[src/rtl/irq_ctrl.sv]
// Interrupt controller for the single-cycle MIPS core: edge-captured pending bits,
// software mask, and an IDLE/REQ/SERVICE sequencer for the core's irq request.
module irq_ctrl #(
    parameter int NSRC = 4,
    parameter int CW   = $clog2(NSRC)
) (
    input  logic            clk,
    input  logic            rst_n,
    input  logic [NSRC-1:0] irq_src,
    input  logic            kernel,
    input  logic            take,
    input  logic            eret,
    input  logic            mask_we,
    input  logic [NSRC-1:0] mask_wdata,
    input  logic            clr_we,
    input  logic [NSRC-1:0] clr_wdata,
    output logic            irq,
    output logic [CW-1:0]   cause,
    output logic            in_service,
    output logic [NSRC-1:0] pending,
    output logic [NSRC-1:0] mask,
    output logic [15:0]     irq_cnt
);

    typedef enum logic [1:0] {
        IDLE    = 2'd0,
        REQ     = 2'd1,
        SERVICE = 2'd2
    } state_t;

    state_t          state_q, state_d;
    logic [NSRC-1:0] src_q, src_d;
    logic [NSRC-1:0] pend_q, pend_d;
    logic [NSRC-1:0] mask_q, mask_d;
    logic [CW-1:0]   cause_q, cause_d;
    logic            in_service_q, in_service_d;
    logic            irq_q, irq_d;
    logic [15:0]     irq_cnt_q, irq_cnt_d;

    logic [NSRC-1:0] rise;
    logic [NSRC-1:0] active;
    logic [NSRC-1:0] clr_bits;
    logic [NSRC-1:0] auto_clr;
    logic [CW-1:0]   sel;
    logic            any_active;
    logic            accept;

    assign rise       = irq_src & ~src_q;
    assign active     = pend_q & mask_q;
    assign any_active = |active;
    assign clr_bits   = clr_we ? clr_wdata : '0;
    assign accept     = (state_q == REQ) && take;

    // Lowest index wins: scan from the top so the last hit is the smallest.
    always_comb begin
        sel = '0;
        for (int i = NSRC - 1; i >= 0; i--) begin
            if (active[i]) begin
                sel = CW'(i);
            end
        end
    end

    // A take that races a withdrawal may see no active source; nothing to clear then.
    always_comb begin
        auto_clr = '0;
        if (accept && any_active) begin
            auto_clr = NSRC'(1) << sel;
        end
    end

    always_comb begin
        src_d  = irq_src;
        pend_d = (pend_q & ~clr_bits & ~auto_clr) | rise;
        mask_d = mask_we ? mask_wdata : mask_q;
    end

    always_comb begin
        state_d      = state_q;
        cause_d      = cause_q;
        in_service_d = in_service_q;
        irq_cnt_d    = irq_cnt_q;
        case (state_q)
            IDLE: begin
                if (any_active && !kernel) begin
                    state_d = REQ;
                end
            end
            REQ: begin
                if (take) begin
                    state_d      = SERVICE;
                    cause_d      = sel;
                    in_service_d = 1'b1;
                    if (irq_cnt_q != 16'hFFFF) begin
                        irq_cnt_d = irq_cnt_q + 16'd1;
                    end
                end else if (!any_active || kernel) begin
                    state_d = IDLE;
                end
            end
            SERVICE: begin
                if (eret) begin
                    state_d      = IDLE;
                    in_service_d = 1'b0;
                end
            end
            default: begin
                state_d = IDLE;
            end
        endcase
        irq_d = (state_d == REQ);
    end

    always_ff @(posedge clk or negedge rst_n) begin
        if (!rst_n) begin
            state_q      <= IDLE;
            src_q        <= '0;
            pend_q       <= '0;
            mask_q       <= '0;
            cause_q      <= '0;
            in_service_q <= 1'b0;
            irq_q        <= 1'b0;
            irq_cnt_q    <= '0;
        end else begin
            state_q      <= state_d;
            src_q        <= src_d;
            pend_q       <= pend_d;
            mask_q       <= mask_d;
            cause_q      <= cause_d;
            in_service_q <= in_service_d;
            irq_q        <= irq_d;
            irq_cnt_q    <= irq_cnt_d;
        end
    end

    assign irq        = irq_q;
    assign cause      = cause_q;
    assign in_service = in_service_q;
    assign pending    = pend_q;
    assign mask       = mask_q;
    assign irq_cnt    = irq_cnt_q;

endmodule

[config.mk]
export PLATFORM = sky130hd
export DESIGN_NAME = irq_ctrl
export DESIGN_NICKNAME = d
export VERILOG_FILES = /design/src/rtl/irq_ctrl.sv
export SDC_FILE = /design/constraint.sdc
export NUM_CORES = 1
export LEC_CHECK = 0
export BUFFER_PORTS_ARGS = -buffer_cell sky130_fd_sc_hd__buf_2
export CORE_ASPECT_RATIO = 0.9
export CORE_MARGIN = 4
export CORE_UTILIZATION = 34
export DETAILED_ROUTE_END_ITERATION = 12
export GPL_ROUTABILITY_DRIVEN = 0
export PLACE_DENSITY = 0.53
export SLEW_MARGIN = 25
export SYNTH_ARGS = -nofsm -noshare
export SYNTH_HDL_FRONTEND = slang
export SYNTH_SLANG_ARGS = --single-unit
[constraint.sdc]
create_clock -name clk -period 2.9 [get_ports clk]
set_input_delay 0.145 -clock clk [delete_from_list [all_inputs] [get_ports clk]]
set_output_delay 0.145 -clock clk [all_outputs]
set_load 0.03 [all_outputs]
==> results of run 1 <==
sequential cells by signal, summed over array words and instances, names as in the netlist:
signal,flops
irq_cnt,16
mask,4
pending,4
src_q,4
cause,2
state_q,2
in_service,1
irq,1
kinds of logic (layout without fill, tap and decap cells):
group,Yosys count,in the layout
buffers and inverters,9,67
AO/OA/AOI/OAI,16,16
XOR/XNOR,15,15
flip-flops,34,34
adder cells (fa/ha/maj),1,1
AND/OR/NAND/NOR,51,51
multiplexers,5,5
cells in the mapped netlist (all sizes together), types with 2 or more instances:
cell type / number / area, µm²
a32o: 2 / 20.0
nor2: 6 / 22.5
nand3: 11 / 55.1
xor2: 8 / 70.1
nor3: 7 / 45.0
mux2: 5 / 56.3
inv: 8 / 30.0
nand4: 5 / 37.5
xnor2: 7 / 61.3
nand2: 17 / 63.8
dfrtp: 34 / 851
a31oi: 3 / 18.8
o21ai: 6 / 30.0
area by class of cell:
type                    count  area [µm²]
fillers                   402        2200
multi-input cells          88         573
inverters                   8        30.0
clock buffers               5        68.8
well taps                  48        60.1
flip-flops and latches     34         851
repair buffers             51         280
clock inverters             3        40.0
where the power goes:
group          leakage (nW)  total, mW  internal (mW)  switching [mW]
sequential            0.425      0.618          0.544          0.0740
clock                0.0579      0.422          0.253           0.170
combinational         0.496      0.345          0.117           0.228
total                 0.978       1.39          0.914           0.471
through the flow:
| step | worst slack, ns | hold WS [ns] | power [mW] | std cells |
|---|---|---|---|---|
| after CTS | 0.907 | 0.0837 | 1.41 | 237 |
| after floorplan | 0.823 | -0.151 | 0.846 | 131 |
| final | 0.901 | 0.0907 | 1.39 | 237 |
| after global routing | 0.778 | 0.0886 | 1.46 | 237 |
| after global placement | 1.03 | 0.253 | 0.965 | 224 |
| after detailed placement | 0.926 | 0.263 | 0.972 | 224 |
how the worst min path moves through the flow:
| stage | to | slack [ns] | cells past startpoint |
|---|---|---|---|
| finish | mask[1] | 0.09 | 2 |
| global route | mask[1] | 0.09 | 2 |
| CTS | mask[1] | 0.08 | 2 |
| detailed placement | pending[3] | 0.26 | 1 |
| global placement | src_q[3] | 0.25 | 1 |
| floorplan | cause[0] | -0.15 | 0 |
worst max-delay path: cells and delay by family (launching register included):
| kind | cells | cell delay [ns] |
|---|---|---|
| and+or+nand+nor | 2 | 0.56 |
| DFF | 1 | 0.43 |
| muxes | 1 | 0.35 |
| AOI/OAI and AO/OA | 1 | 0.33 |
| adders and majority gates | 1 | 0.21 |
metal layers:
layer | global-route usage, % | vias to the layer above
li1 | - | 566
met1 | 16.4 | 548
met2 | 19.5 | 22
met3 | 5.15 | 2
met4 | 2.96 | 0
met5 | 0 | -
==> impl_metrics.yaml, run 1 <==
worst_setup_path:
  crit_required_ns: 3.07
  cp-start-kind: "flip-flop"
  crit_chain: "ha_1, nand4_1, nor3_1, a31o_2, mux2_2"
  cpPeakStageDelay_ns: 0.43
  reg2reg_from: "irq_cnt[0]"
  end_kind: "flip-flop"
  cp_max_fo: 8
  r2r_slack_ns: 0.90
  crit_type: "flip-flop to flip-flop"
  rr_endpoint: "irq_cnt[1]"
  cpMaxStageDelayCell: "dfrtp_1"
  worstSetupEndpoint: "irq_cnt[1]"
  cp-startpoint: "irq_cnt[0]"
  r2r_cells: 5
  critPathArrivalTime_ns: 2.17
synth:
  ys_seq_area_share_pct: 58.3
  synth.distinct_cells: 27
  muxShareOfSynthArea_pct: 3.86
  synth_top_family_by_area: "simple AND/OR/NAND/NOR gates"
  synthesis.nets: 151
  ys_async_sr_fraction_pct: 100
  synthCells: 131
  ys_ff_latch: 34
  synth_xor_area_share_pct: 9.01
  synth_ff_type: "dfrtp_1"
  synthAdderAreaFrac_pct: 0.858
  yosysWarningCount: 0
  netlist_area_mm2: 0.00146
  synth_compound_area_share_pct: 7.38
  synthSimpleGateAreaFrac_pct: 18.2
  synth_edf_count: 0
  avgSynthCellArea_um2: 11.1
cells_and_area:
  synthToLayoutAreaGrowth_pct: 30.4
  final_common_cell: "buf_2"
  fin_nets: 208
  antennaDiodeCount: 0
  fin_util_pct: 46.4
  drive_above_1_share_pct: 33.9
  layout_common_cells: "buf_2 (46), dfrtp_1 (34), nand2_1 (17), nand3_1 (11)"
  final_cell_area_mm2: 0.00190
global_routing:
  grt_usage_pct: 12.6
  grt_pass1_wl_mm: 5.41
  grt_pass1_vias: 1115
  grt_max_degree: 35
  globalRouteOverflowTotal: 0
  antenna_found_initial: 0
flow_run:
  max-cap-violations: 0
routing:
  drt_first_pass_iters: 4
  drt_iter0_drc: 51
  routed.top_layer: "met4"
  drc: 0
  vias: 1138
  route.met2.wl_mm: 1.53
  wl_met1_mm: 1.46
  vias_per_cell: 4.80
  ant_nets: 0
  routed_wl_mm: 3.17
  dr_wl_met3_um: 170
  routedWlPerCell_um: 13.4
clock_network:
  cts.sinks: 34
  cts-htree-levels: 2
  postCtsSetupRepairBufs: 0
  ctsHoldBuffers: 5
  cts_buffers: 5
  clk_latency_ns: 0.28
  cts-root-buf: "clkbuf_8"
  post_cts_resized: 0
  clk_pin_slew_ns: 0.07
  cts_tree: "yes"
  clockBufferDepth: 2
placement:
  dp_hpwl_mm: 2.41
  io_buffers: 46
  placed_area_mm2: 0.00174
timing:
  hold_viol_final: 0
  finClkSkew_ns: 0.00531
  relSlewSlack_pct: 49.7
  setup-tns-final_ns: 0
  slew_viol_final: 0
  fmax_mhz: 500
  worst_slew_pin_slew_ns: 0.755
  fin_crit_ns: 2.00
  period_share_pct: 68.9
  rsz0062_at_grt: "false"
  finalSetupViolations: 0
die:
  start_util_pct: 35.6
  die_h_um: 70.1
  dieArea_mm2: 0.00540
  boundaryPins: 47
  fp-row-count: 22
  core_area_mm2: 0.00410
  fp.dieW_um: 77.1
worst_hold_path:
  hp-class: "primary input to flip-flop"
  min-delay-start: "mask_wdata[1]"
power:
  powerDensity_mw_per_mm2: 728
  leakagePower_nw: 0.978
  ir_drop_v: 0.000260
run_status:
  outcome: "complete, no violations"
Power figures use the tool's default switching activity.
==> run 2: changes to the inputs <==
==> constraint.sdc (replaced) <==
create_clock -name clk -period 2 [get_ports clk]
set_input_delay 0.1 -clock clk [delete_from_list [all_inputs] [get_ports clk]]
set_output_delay 0.1 -clock clk [all_outputs]
set_load 0.03 [all_outputs]
==> run 2 against run 1 <==
Core utilization is 0.24 points lower. Sequential share of layout area increased by 0.37 points. Combinational power rose by 45%. Clock skew down 0.00097 ns. Largest cell class unchanged.
==> impl_metrics.yaml, run 2 (synthesis results as in run 1) <==
die:
  dieArea_mm2: 0.00540
  start_util_pct: 35.6
  fp.dieW_um: 77.1
  fp-row-count: 22
  core_area_mm2: 0.00410
  die_h_um: 70.1
  boundaryPins: 47
power:
  leakagePower_nw: 0.967
  p_int_mw: 1.24
  powerDensity_mw_per_mm2: 1010
  pwr-share-seq_pct: 47.1
  swShare_pct: 35.1
  switching_power_mw: 0.671
  ir_drop_v: 0.000429
  clkPwrFrac_pct: 26.8
  combPwrFrac_pct: 26.1
worst_setup_path:
  reg2reg_from: "irq_cnt[0]"
  cp-startpoint: "irq_cnt[0]"
  crit_buf_inv: 0
  crit_chain: "ha_1, nand4_1, nor3_2, a31o_2, mux2_2"
  cp_top_family: "simple AND/OR/NAND/NOR gates"
  crit_required_ns: 2.16
  r2r_cells: 5
  cp-start-kind: "flip-flop"
  cpPeakStageDelay_ns: 0.40
  rr_endpoint: "irq_cnt[1]"
  cpMaxStageDelayCell: "dfrtp_2"
  path_depth: 5
  critPathArrivalTime_ns: 1.97
  end_kind: "flip-flop"
  cp_max_fo: 8
  crit_type: "flip-flop to flip-flop"
  worstSetupEndpoint: "irq_cnt[1]"
  r2r_slack_ns: 0.20
routing:
  ant_nets: 0
  drc: 0
  vias: 1139
  routed_wl_mm: 3.19
  vias_per_cell: 4.81
  drt_first_pass_iters: 4
  routedWlPerCell_um: 13.5
  drt_iter0_drc: 68
placement:
  io_buffers: 46
  dp_hpwl_mm: 2.34
  dp.cells: 224
  placed_area_mm2: 0.00175
cells_and_area:
  fin_nets: 208
  final_cell_area_mm2: 0.00189
  fin_cells: 237
  drive_above_1_share_pct: 34.9
  synthToLayoutAreaGrowth_pct: 29.8
  largest_reg_flops: 16
  final_common_cell: "buf_2"
  antennaDiodeCount: 0
  layout_common_cells: "buf_2 (46), dfrtp_1 (32), nand2_1 (17), nand3_1 (11)"
clock_network:
  cts_tree: "yes"
  clk_latency_ns: 0.28
  cts_buffers: 5
  cts-htree-levels: 2
  clockBufferDepth: 2
  postCtsSetupRepairBufs: 0
  cts.sinks: 34
  clk_pin_slew_ns: 0.07
  cts-root-buf: "clkbuf_8"
timing:
  setup-tns-final_ns: 0
  relSlewSlack_pct: 51.0
  finClkSkew_ns: 0.00434
  fmax_mhz: 554
  period_share_pct: 90.2
  fin_crit_ns: 1.80
  slew_viol_final: 0
  finalSetupViolations: 0
  rsz0062_at_grt: "false"
  worst_slew_pin_slew_ns: 0.736
  hold_viol_final: 0
global_routing:
  grt_usage_pct: 12.5
  grt_pass1_wl_mm: 5.42
  globalRouteOverflowTotal: 0
  antenna_found_initial: 0
  grt_max_degree: 35
  grt_pass1_vias: 1122
worst_hold_path:
  hp-class: "primary input to flip-flop"
run_status:
  outcome: "complete, no violations"
flow_run:
  max-cap-violations: 0
## run 2: area by class of cell
class | count | area [µm²]
Clock buffer | 7 | 86.3
Clock inverter | 1 | 5.00
Fill cell | 413 | 2210
Inverter | 8 | 30.0
Multi-Input combinational cell | 88 | 578
Sequential cell | 34 | 853
Tap cell | 48 | 60.1
Timing Repair Buffer | 51 | 280
## run 2: per-layer routing
metal / vias up / routed length, µm / GRT usage [%]
met5: - / 0 / 0
met4: 0 / 33 / 4.15
met3: 4 / 198 / 4.77
met2: 30 / 1460 / 18.8
met1: 539 / 1500 / 16.6
li1: 566 / - / -
## run 2: how the worst min path moves through the flow
stage	depth (start not counted)	to	start	slack, ns
2_1_floorplan	0	cause[0]	rst_n	-0.20
3_3_place_gp	1	src_q[3]	rst_n	0.21
3_5_place_dp	1	pending[3]	rst_n	0.22
4_1_cts	2	mask[3]	mask_wdata[3]	0.04
5_1_grt	2	mask[3]	mask_wdata[3]	0.04
6_report	2	mask[3]	mask_wdata[3]	0.05
## run 2: power by group through the flow
stage / sequential, mW / combinational, mW / clock (mW)
floorplan: 1.08 / 0.151 / 0
global placement: 0.905 / 0.498 / 0
detailed placement: 0.913 / 0.499 / 0
CTS: 0.902 / 0.508 / 0.534
global route: 0.917 / 0.545 / 0.568
finish: 0.901 / 0.499 / 0.512
## run 2: what timing repair did
item / in CTS / in global routing
hold buffers: 5 / 0
gates resized for setup: 0 / 1
setup endpoints to repair: 0 / 1
endpoints found under the hold margin: 38 / 0
## run 2: through the flow
stage	hold slack [ns]	total power [mW]	util, %	setup WS (ns)
floorplan	-0.196	1.23	-	0.0350
global placement	0.209	1.40	42.6	0.156
detailed placement	0.218	1.41	42.6	0.107
CTS	0.0419	1.94	46.0	0.0994
global route	0.0404	2.03	46.2	0.0305
finish	0.0498	1.91	46.2	0.196
## run 2: worst reg2reg max path, cell delays in order, from the launching register on
cell and delay, ns:
dfrtp_2 0.40, ha_1 0.20, nand4_1 0.16, nor3_2 0.29, a31o_2 0.29, mux2_2 0.35
==> run 3: changes to the inputs <==
--- a/config.mk
+++ b/config.mk
@@ -12,6 +12,7 @@
 export DETAILED_ROUTE_END_ITERATION = 12
 export GPL_ROUTABILITY_DRIVEN = 0
 export PLACE_DENSITY = 0.53
+export SETUP_SLACK_MARGIN = 0.2
 export SLEW_MARGIN = 25
 export SYNTH_ARGS = -nofsm -noshare
 export SYNTH_HDL_FRONTEND = slang
==> run 3 against run 2 <==
Hold slack better by 0.00060 ns. Global-route usage up 0.49 points. Total power up 1.3%. Sequential share of layout area down 0.36 points. Via count down 0.70%. Non-clock buffer count unchanged. Highest routed layer unchanged. Clock power about the same. Critical path depth unchanged. Design area up 1.4%. Die area unchanged. Largest power group unchanged.
==> impl_metrics.yaml, run 3 (synthesis results as in run 1) <==
placement:
  dp_hpwl_mm: 2.39
  post-place-ws_ns: 0.257
  io_buffers: 46
  placed_area_mm2: 0.00177
clock_network:
  cts_buffers: 5
  cts_tree: "yes"
  cts-root-buf: "clkbuf_8"
  clk_pin_slew_ns: 0.07
  clk_latency_ns: 0.28
  cts.sinks: 34
  cts-htree-levels: 2
  clockBufferDepth: 2
global_routing:
  grt_max_degree: 35
  antenna_found_initial: 0
  globalRouteOverflowTotal: 0
  grt_pass1_wl_mm: 5.58
  grt_pass1_vias: 1146
  grt_usage_pct: 13.0
timing:
  layout_setup_ws_ns: 0.270
  setup-tns-final_ns: 0
  period_share_pct: 86.5
  fin_crit_ns: 1.73
  worst_slew_pin_slew_ns: 0.749
  rsz0062_at_grt: "true"
  finalSetupViolations: 0
  slew_viol_final: 0
  whs_ns: 0.0504
  hold_viol_final: 0
  finClkSkew_ns: 0.00622
  relSlewSlack_pct: 50.1
  fmax_mhz: 578
power:
  ir_drop_v: 0.000392
  leakagePower_nw: 0.964
  powerDensity_mw_per_mm2: 1010
cells_and_area:
  final_cell_area_mm2: 0.00192
  synthToLayoutAreaGrowth_pct: 31.6
  fin_util_pct: 46.8
  fin_nets: 208
  final_common_cell: "buf_2"
  largest_reg_flops: 16
  antennaDiodeCount: 0
  drive_above_1_share_pct: 37.6
  layout_common_cells: "buf_2 (46), dfrtp_1 (28), nand2_1 (17), nand3_1 (11)"
die:
  fp-row-count: 22
  die_h_um: 70.1
  core_area_mm2: 0.00410
  boundaryPins: 47
  dieArea_mm2: 0.00540
  start_util_pct: 35.6
  fp.dieW_um: 77.1
routing:
  routed_wl_mm: 3.19
  vias: 1131
  drt_iter0_drc: 68
  ant_nets: 0
  vias_per_cell: 4.77
  routedWlPerCell_um: 13.4
  drc: 0
  drt_first_pass_iters: 4
worst_setup_path:
  crit_required_ns: 2.17
  end_kind: "flip-flop"
  cp-start-kind: "flip-flop"
  cp_max_fo: 5
  r2r_cells: 5
  critPathArrivalTime_ns: 1.90
  crit_type: "flip-flop to flip-flop"
worst_hold_path:
  hp-class: "primary input to flip-flop"
  min_path_cells: 2
flow_run:
  max-cap-violations: 0
run_status:
  outcome: "complete, no violations"
run 3: cell counts in the layout (fill, tap and decap cells not counted):
Identical to the previous run, type by type.
run 3: through the flow:
step,power [mW],instances
after CTS,1.97,237
after global routing,2.06,237
final,1.94,237
after detailed placement,1.44,224
after global placement,1.43,224
after floorplan,1.25,131
run 3: worst max-delay path, stage by stage (launching register included):
cell,delay (ns)
dfrtp_2,0.42
nand4_2,0.14
or4b_4,0.52
nor3_2,0.25
nand4_1,0.15
xnor2_1,0.14
run 3: per-layer routing:
layer	vias to the layer above	global-route usage [%]	share of wire, %	wire length, µm
met4	0	5.34	1.3	40
li1	567	-	-	-
met3	4	4.64	4.6	145
met1	537	18.0	49	1570
met5	-	0	0	0
met2	23	18.4	45	1430
run 3: worst paths after layout:
check	start	endpoint	slack, ns
max	irq_cnt[4]	irq_cnt[15]	0.27
min	mask_wdata[1]	mask[1]	0.05
max reg2reg	irq_cnt[4]	irq_cnt[15]	0.27
min reg2reg	src_q[2]	pending[2]	0.41
max in group asynchronous	rst_n	irq_cnt[7]	1.06
min in group asynchronous	rst_n	pending[3]	0.42
run 3: repair_timing:
item	4_1_cts	5_1_grt
hold buffers	5	0
buffers inserted	0	0
endpoints found under the setup margin	0	4
endpoints found under the hold margin	38	0
resized for setup	0	1
run 3: power by group:
group / internal, mW / switching (mW)
logic: 0.181 / 0.328
clock network: 0.277 / 0.236
registers: 0.795 / 0.120
total: 1.25 / 0.684
run 3: area by class of cell:
type                       instances  area [µm²]
clock buffer                       7        86.3
clock inverter                     1        5.00
fill                             396        2180
inverter                           8        30.0
multi-input combinational         88         599
sequential                        34         858
tap                               48        60.1
timing repair buffer              51         280
